## src/rtl/mem_access.sv

```systemverilog
// mem_access: MEM-stage load/store unit driving a req/gnt/rvalid data-memory port.
// Optional misalignment trap enabled by defining MEM_ACCESS_MISALIGN_TRAP_EN.
`default_nettype none

module mem_access #(
    parameter int BUS_TIMEOUT = 64,
    parameter int CNT_W       = 7
) (
    input  logic        clk,
    input  logic        rst,
    input  logic        memReadM,
    input  logic        memWriteM,
    input  logic [1:0]  memSizeM,
    input  logic        memUnsignedM,
    input  logic [31:0] aluOutM,
    input  logic [31:0] writeDataM,
    output logic        stallM,
    output logic [31:0] readDataM,
    output logic        busErrM,
`ifdef MEM_ACCESS_MISALIGN_TRAP_EN
    output logic        misalignM,
`endif
    output logic        dmem_req,
    output logic        dmem_we,
    output logic [31:0] dmem_addr,
    output logic [31:0] dmem_wdata,
    output logic [3:0]  dmem_wstrb,
    input  logic        dmem_gnt,
    input  logic        dmem_rvalid,
    input  logic [31:0] dmem_rdata
);

    localparam logic [1:0] IDLE = 2'd0;
    localparam logic [1:0] REQ  = 2'd1;
    localparam logic [1:0] RESP = 2'd2;
    localparam logic [1:0] DONE = 2'd3;

    logic [1:0]       state;
    logic [CNT_W-1:0] cnt;
    logic [1:0]       lat_size;
    logic             lat_uns;
    logic [1:0]       lat_off;

    logic             access;
    logic             is_word;
    logic             is_half;
    logic             trap;
    logic             expire;
    logic [1:0]       eff_off;
    logic [31:0]      st_wdata;
    logic [3:0]       st_wstrb;
    logic [31:0]      shifted;
    logic [31:0]      ld_data;

    assign access  = memReadM | memWriteM;
    assign is_word = memSizeM[1];
    assign is_half = (memSizeM == 2'b01);
    assign expire  = (cnt >= CNT_W'(BUS_TIMEOUT - 1));

`ifdef MEM_ACCESS_MISALIGN_TRAP_EN
    assign trap = (is_half & aluOutM[0]) | (is_word & (|aluOutM[1:0]));
`else
    assign trap = 1'b0;
`endif

    // Misaligned halves/words are force-aligned by dropping the low offset bits.
    always_comb begin
        if (is_word) begin
            eff_off  = 2'b00;
            st_wdata = writeDataM;
            st_wstrb = 4'b1111;
        end else if (is_half) begin
            eff_off  = {aluOutM[1], 1'b0};
            st_wdata = {2{writeDataM[15:0]}};
            st_wstrb = aluOutM[1] ? 4'b1100 : 4'b0011;
        end else begin
            eff_off  = aluOutM[1:0];
            st_wdata = {4{writeDataM[7:0]}};
            st_wstrb = 4'b0001 << aluOutM[1:0];
        end
    end

    always_comb begin
        shifted = dmem_rdata >> {lat_off, 3'b000};
        case (lat_size)
            2'b00:   ld_data = {{24{~lat_uns & shifted[7]}}, shifted[7:0]};
            2'b01:   ld_data = {{16{~lat_uns & shifted[15]}}, shifted[15:0]};
            default: ld_data = dmem_rdata;
        endcase
    end

    always_comb begin
        case (state)
            IDLE:    stallM = access & rst;
            REQ:     stallM = 1'b1;
            RESP:    stallM = 1'b1;
            default: stallM = 1'b0;
        endcase
    end

    assign dmem_req = (state == REQ);

    always_ff @(posedge clk or negedge rst) begin
        if (!rst) begin
            state      <= IDLE;
            cnt        <= '0;
            lat_size   <= 2'b00;
            lat_uns    <= 1'b0;
            lat_off    <= 2'b00;
            readDataM  <= 32'd0;
            busErrM    <= 1'b0;
            dmem_we    <= 1'b0;
            dmem_addr  <= 32'd0;
            dmem_wdata <= 32'd0;
            dmem_wstrb <= 4'b0000;
        end else begin
            busErrM <= 1'b0;
            case (state)
                IDLE: begin
                    if (access) begin
                        if (trap) begin
                            state <= DONE;
                        end else begin
                            state      <= REQ;
                            cnt        <= '0;
                            lat_size   <= memSizeM;
                            lat_uns    <= memUnsignedM;
                            lat_off    <= eff_off;
                            dmem_we    <= memWriteM;
                            dmem_addr  <= {aluOutM[31:2], 2'b00};
                            dmem_wdata <= st_wdata;
                            dmem_wstrb <= memWriteM ? st_wstrb : 4'b0000;
                        end
                    end
                end
                REQ: begin
                    // A grant arriving on the last counted cycle still wins over the timeout.
                    if (dmem_gnt) begin
                        state <= dmem_we ? DONE : RESP;
                        cnt   <= cnt + CNT_W'(1);
                    end else if (expire) begin
                        state   <= DONE;
                        busErrM <= 1'b1;
                    end else begin
                        cnt <= cnt + CNT_W'(1);
                    end
                end
                RESP: begin
                    if (dmem_rvalid) begin
                        state     <= DONE;
                        readDataM <= ld_data;
                    end else if (expire) begin
                        state   <= DONE;
                        busErrM <= 1'b1;
                    end else begin
                        cnt <= cnt + CNT_W'(1);
                    end
                end
                default: state <= IDLE;
            endcase
        end
    end

`ifdef MEM_ACCESS_MISALIGN_TRAP_EN
    always_ff @(posedge clk or negedge rst) begin
        if (!rst) begin
            misalignM <= 1'b0;
        end else begin
            misalignM <= (state == IDLE) & access & trap;
        end
    end
`endif

endmodule

`default_nettype wire

```

## config.mk

```make
export PLATFORM = sky130hd
export DESIGN_NAME = mem_access
export DESIGN_NICKNAME = d
export VERILOG_FILES = /design/src/rtl/mem_access.sv
export SDC_FILE = /design/constraint.sdc
export NUM_CORES = 1
export LEC_CHECK = 0
export BUFFER_PORTS_ARGS = -buffer_cell sky130_fd_sc_hd__buf_2
export CAP_MARGIN = 10
export CORE_MARGIN = 1
export CORE_UTILIZATION = 40
export CTS_BUF_LIST = sky130_fd_sc_hd__clkbuf_16
export CTS_CLUSTER_DIAMETER = 150
export DETAILED_ROUTE_END_ITERATION = 10
export GPL_TIMING_DRIVEN = 0
export PLACE_DENSITY_LB_ADDON = 0.15
export SETUP_SLACK_MARGIN = 0.02
export SYNTH_ARGS = -nofsm -noshare
export SYNTH_HDL_FRONTEND = slang
export SYNTH_SLANG_ARGS = --single-unit
```

## constraint.sdc

```tcl
create_clock -name clk -period 2.8 [get_ports clk]
set_clock_uncertainty 0.1 [all_clocks]
set_input_delay 0.28 -clock clk [delete_from_list [all_inputs] [get_ports clk]]
set_output_delay 0.28 -clock clk [all_outputs]
set_load 0.01 [all_outputs]
```

# Word level (Yosys, flattened, before mapping)
# Index checks and enable logic that the tools add are counted.
[op_classes]
n_addsub = 1
magnitude_cmp = 1
eq_ne = 6
shift = 2
n_mux = 25
n_bitwise = 5
n_reduce_logical = 7
[op_table]
columns = ["op", "count"]
rows = [
  ["2-to-1 mux 32 bit", 2],
  ["case mux 32 bit (2 select lines)", 1],
  ["right shift 32 x 5 -> 16 bit", 1],
  ["2-to-1 mux 7 bit", 4],
  ["case mux 7 bit (3 select lines)", 1],
  ["2-to-1 mux 4 bit", 4],
  ["2-to-1 mux 2 bit", 5],
  ["adder 7 x 1 -> 7 bit, second input constant", 1],
  [">= comparator 7 x 6 -> 1 bit, second input constant", 1],
  ["equality test 2 x 1 -> 1 bit, second input constant", 3],
  ["case mux 2 bit (3 select lines)", 1],
  ["2-to-1 mux 1 bit", 5],
  ["zero test 2 bit", 2],
  ["!= test 2 bit, second input constant", 2],
  ["case mux 1 bit (2 select lines)", 2],
  ["AND reduction 2 bit", 2],
  ["<< shifter 1 x 2 -> 4 bit, first input constant", 1],
  ["bitwise AND 1 bit", 3],
  ["AND reduction 3 bit", 1],
  ["nonzero test 3 bit", 1],
  ["equality test 2 bit, second input constant", 1],
  ["OR reduction 2 bit", 1],
  ["inverter 1 bit", 1],
  ["OR 1 bit", 1],
]
[word_totals]
ff_bits = 114
output_inout_bits = 104
elab_cells = 58

# Depth between registers and ports, before layout
[logic_depth]
depth_word = 4
mapped_depth = 9

# Worst setup path after synthesis
# No wires, ideal clock.
[synth_path]
path_type = "register -> register"
start = "register state[0]"
end = "register cnt[3]"
setup_ns = 0.092
arrival_time_ns = 1.890
required_time_ns = 2.608
path_slack_ns = 0.719
path_stages_with_launch = 9
path_cell_list = "dfrtp_1 -> inv_1 -> ha_1 -> and2_4 -> buf_6 -> or3_1 -> buf_6 -> a211o_1 -> o31ai_2"
[synth_between]
elab_chain_len = 3
word_cells_on_any_way = 8
[synth_rtl]
columns = ["item", "line_no", "rtl"]
rows = [
  ["start, declared", "38", "logic [1:0] state;"],
  ["start signal, assigned", "139", "state <= dmem_we ? DONE : RESP;"],
  ["equality test 2 bit (tied with other cells)", "118", "case (state)"],
  ["!= test 2 bit (no line) or nonzero test 3 bit (tied branches)", "n/a", ""],
  ["AND reduction 3 bit (no line)", "n/a", ""],
  ["end signal, assigned", "140", "cnt <= cnt + CNT_W'(1);"],
  ["end signal, assigned", "145", "cnt <= cnt + CNT_W'(1);"],
  ["end signal, assigned", "156", "cnt <= cnt + CNT_W'(1);"],
  ["end, declared", "39", "logic [CNT_W-1:0] cnt;"],
]
# Several ways; a longest one is shown, not always the timed one.
# A chain may end at the register's enable or synchronous reset.

# Final worst setup path
[layout_path]
start = "register state[0]"
end = "output port stallM"
[layout_between]
elab_chain_len = 3
word_cells_on_any_way = 5
[layout_rtl]
columns = ["item", "line_no", "rtl"]
rows = [
  ["equality test 2 x 1 -> 1 bit or equality test 2 bit (tied branches)", "93", "case (state)"],
  ["OR reduction 2 bit (no line)", "n/a", ""],
  ["case mux 1 bit (2 select lines) *", "93", ""],
  ["end, declared", "17", "output logic stallM,"],
]
# Every way passes the cells marked *; elsewhere a longest branch is shown, timed or not.

==> impl_metrics.json <==
{
  "clkTransAtPathRegs_ns": 0.05,
  "syn_avg_cell_area_sq_um": 10.4,
  "layout_common_cells": "buf_2, dfrtp_1, nand2_1",
  "yosys_most_used_dff": "dfrtp_1",
  "hpwl_mm": 11.3,
  "seq_area_frac_synth": 0.530,
  "grt_pass1_wl_mm": 24.8,
  "fp.dieH_microns": 118,
  "grt_max_degree": 62,
  "first_global_vias": 4922,
  "antenna_cells": 0,
  "worst_pin_slew_ns": 0.972,
  "hold_path_class": "primary input to register",
  "power_switching_w": 0.00307,
  "cts_tree": "built",
  "switching_share": 0.368,
  "drt-pass1-iter-count": 8,
  "synthMuxAreaShare": 0.149,
  "slew_headroom": 0.350,
  "ant_nets": 0,
  "critPathBufInv": 4,
  "p_leak_nw": 3.75,
  "worst_ep_required_time_ns": 2.42,
  "die_w_microns": 118,
  "cts_max_path_buffers": 2,
  "yosysWarnings": 0,
  "startpoint_type": "register",
  "die_area_sq_mm": 0.0139,
  "io_pins": 209,
  "avgRoutedWirePerCell_microns": 15.9,
  "synth_cells": 517,
  "place.port_buffers": 206,
  "grt_setup_unrepaired": "false",
  "maxCapViolations": 0,
  "power.density_mw_per_mm2": 1100,
  "arrival_ns": 2.14,
  "hold_viol": 0,
  "slowest_delay_ns": 0.41,
  "crit_fanout": 10,
  "maxSlewViolCount": 0,
  "max_freq_mhz": 398,
  "synth_top_family_by_area": "multiplexers",
  "cts_buffers": 17,
  "rows": 42,
  "grt_usage": 0.228,
  "place_congestion": 0.876,
  "finalCriticalPeriod_ns": 2.52,
  "fin_crit_sh": 0.898,
  "synth-simple-area-share": 0.132,
  "wl_mm": 15.3,
  "grt_overflow_total": 0,
  "drive_gt1_frac": 0.371,
  "ys_ff_latch": 114,
  "final_common_cell": "buf_2",
  "crit_path_cell_trace": "inv_1 -> ha_1 -> o21ai_2 -> clkbuf_4 -> inv_2 -> a21oi_1 -> nor2_1 -> buf_2",
  "run_status": "completed",
  "h-tree-depth": 4,
  "worst_slack_ns": 0.284,
  "path_class": "register to output port",
  "post_dp_cell_area_sq_mm": 0.00667,
  "synth_cell_types": 54,
  "synth_area_sq_mm": 0.00538,
  "grt_antenna_before_repair": 1,
  "viasPerCell": 5.14,
  "nets": 887,
  "synth_async_sr_flop_share": 1.00,
  "end_kind": "output port",
  "power_frac_seq": 0.338,
  "yosys.area_share.adder": 0.0140,
  "place_ws_ns": 0.152,
  "root_buffer": "clkbuf_16",
  "pwr-share-clk": 0.252,
  "start_util": 0.408,
  "critPathTopFamily": "buffers and inverters",
  "vias": 4957,
  "fin_setup_tns_ns": 0,
  "cp_slowest_cell": "dfrtp_1",
  "syn_to_final_growth_pct": 40.7,
  "synthXorXnorAreaFrac": 0.00163,
  "dr.first_iter.drc_count": 250,
  "clk-insertion-delay-late_ns": 0.41,
  "coreArea_sq_mm": 0.0132,
  "synth_compound_area_frac": 0.138,
  "power.internal_w": 0.00527,
  "comb_power_share": 0.410,
  "worst_ir_drop_vdd_mv": 0.694,
  "cts.sinks": 114,
  "drc_errors": 0,
  "stdcell_area_sq_mm": 0.00757,
  "synth_edf_count": 0,
  "post_cts_buffers": 0,
  "setup_viol": 0
}
==> worst reg2reg max path, stage by stage (launching register included) <==
cell and delay, ns:
dfrtp_1 0.41, inv_1 0.10, ha_1 0.30, and2_4 0.17, buf_6 0.14, or3_1 0.32, buf_6 0.15, a211o_1 0.29
o31ai_2 0.23
==> power groups by stage <==
| stage | clock, W | sequential (W) | combinational, W |
|---|---|---|---|
| after global placement | 0 | 0.00279 | 0.00334 |
| after floorplan | 0 | 0.00313 | 0.00173 |
| final | 0.00211 | 0.00282 | 0.00342 |
| after global routing | 0.00222 | 0.00291 | 0.00376 |
| after detailed placement | 0 | 0.00282 | 0.00342 |
| after CTS | 0.00215 | 0.00281 | 0.00346 |
==> registers in the layout (all words and copies together), names as in the netlist <==
| signal | flops |
|---|---|
| dmem_wstrb | 4 |
| dmem_wdata | 32 |
| state | 2 |
| cnt | 7 |
| dmem_we | 1 |
| lat_off | 2 |
| lat_uns | 1 |
| busErrM | 1 |
| lat_size | 2 |
| dmem_addr | 30 |
| readDataM | 32 |
==> through the flow <==
stage	power, W	cells	hold WS, ns	util
floorplan	0.00487	518	-0.116	-
global placement	0.00612	900	0.358	0.503
detailed placement	0.00624	901	0.178	0.506
CTS	0.00842	964	0.0229	0.574
global route	0.00889	964	0.0467	0.574
finish	0.00835	964	0.0352	0.574
==> final cells by class <==
cell class / count / area [sq um]
inverter: 8 / 30.0
multi-input combinational: 362 / 2350
clock buffer: 17 / 425
fill: 1172 / 5620
timing repair buffer: 239 / 1390
buffer: 34 / 160
clock inverter: 14 / 148
tap: 176 / 220
sequential: 114 / 2850
==> Yosys cell counts (all sizes together), types with 2 or more instances <==
library cell / count / area (sq um)
and2: 2 / 15.0
a31oi: 2 / 12.5
nor3b: 2 / 15.0
nor2b: 2 / 12.5
o22ai: 2 / 12.5
nand2: 66 / 248
a222oi: 7 / 70.1
mux2: 48 / 541
o211ai: 2 / 20.0
inv: 8 / 30.0
a22o: 2 / 17.5
nor3: 4 / 20.0
dfrtp: 114 / 2850
o21ai: 52 / 260
nor2: 38 / 143
o22a: 2 / 17.5
a211oi: 2 / 15.0
a21oi: 26 / 130
o21bai: 6 / 45.0
nand3: 38 / 190
clkbuf: 24 / 90.1
a21o: 2 / 15.0
nand2b: 3 / 18.8
buf: 10 / 66.3
ha: 6 / 75.1
o221ai: 2 / 17.5
mux2i: 26 / 260
==> cells by family after synthesis <==
kind of cell	Yosys count
compound gates	118
xor+xnor	1
fa+ha+maj	6
buf+inv	42
flops	114
mux	74
other cells	1
simple gates	161
==> layer usage <==
| layer | routed length (microns) | global-route usage | vias to the layer above |
|---|---|---|---|
| li1 | - | - | 2358 |
| met1 | 6630 | 0.277 | 2363 |
| met4 | 313 | 0.0938 | 0 |
| met5 | 0 | 0 | - |
| met2 | 7210 | 0.374 | 209 |
| met3 | 1170 | 0.0698 | 27 |
==> timing repair <==
| action | CTS | global route |
|---|---|---|
| gates resized for setup | 2 | 1 |
| hold buffers | 32 | 0 |
| setup endpoints to repair | 1 | 1 |
| endpoints found under the hold margin | 85 | 0 |
==> final timing paths <==
path                                start             end  slack (ns)  cells after the start
setup / recovery                 state[0]          stallM        0.28                      8
hold / removal             dmem_rdata[29]   readDataM[29]        0.04                      3
setup reg to reg                 state[0]          cnt[3]        0.51                      8
hold reg to reg            dmem_wdata[26]  dmem_wdata[26]        0.37                      2
max in group asynchronous             rst  dmem_wdata[30]        1.63                      3
min in group asynchronous             rst          cnt[3]        0.29                      2
No activity file was read; power rests on OpenSTA's default activity.
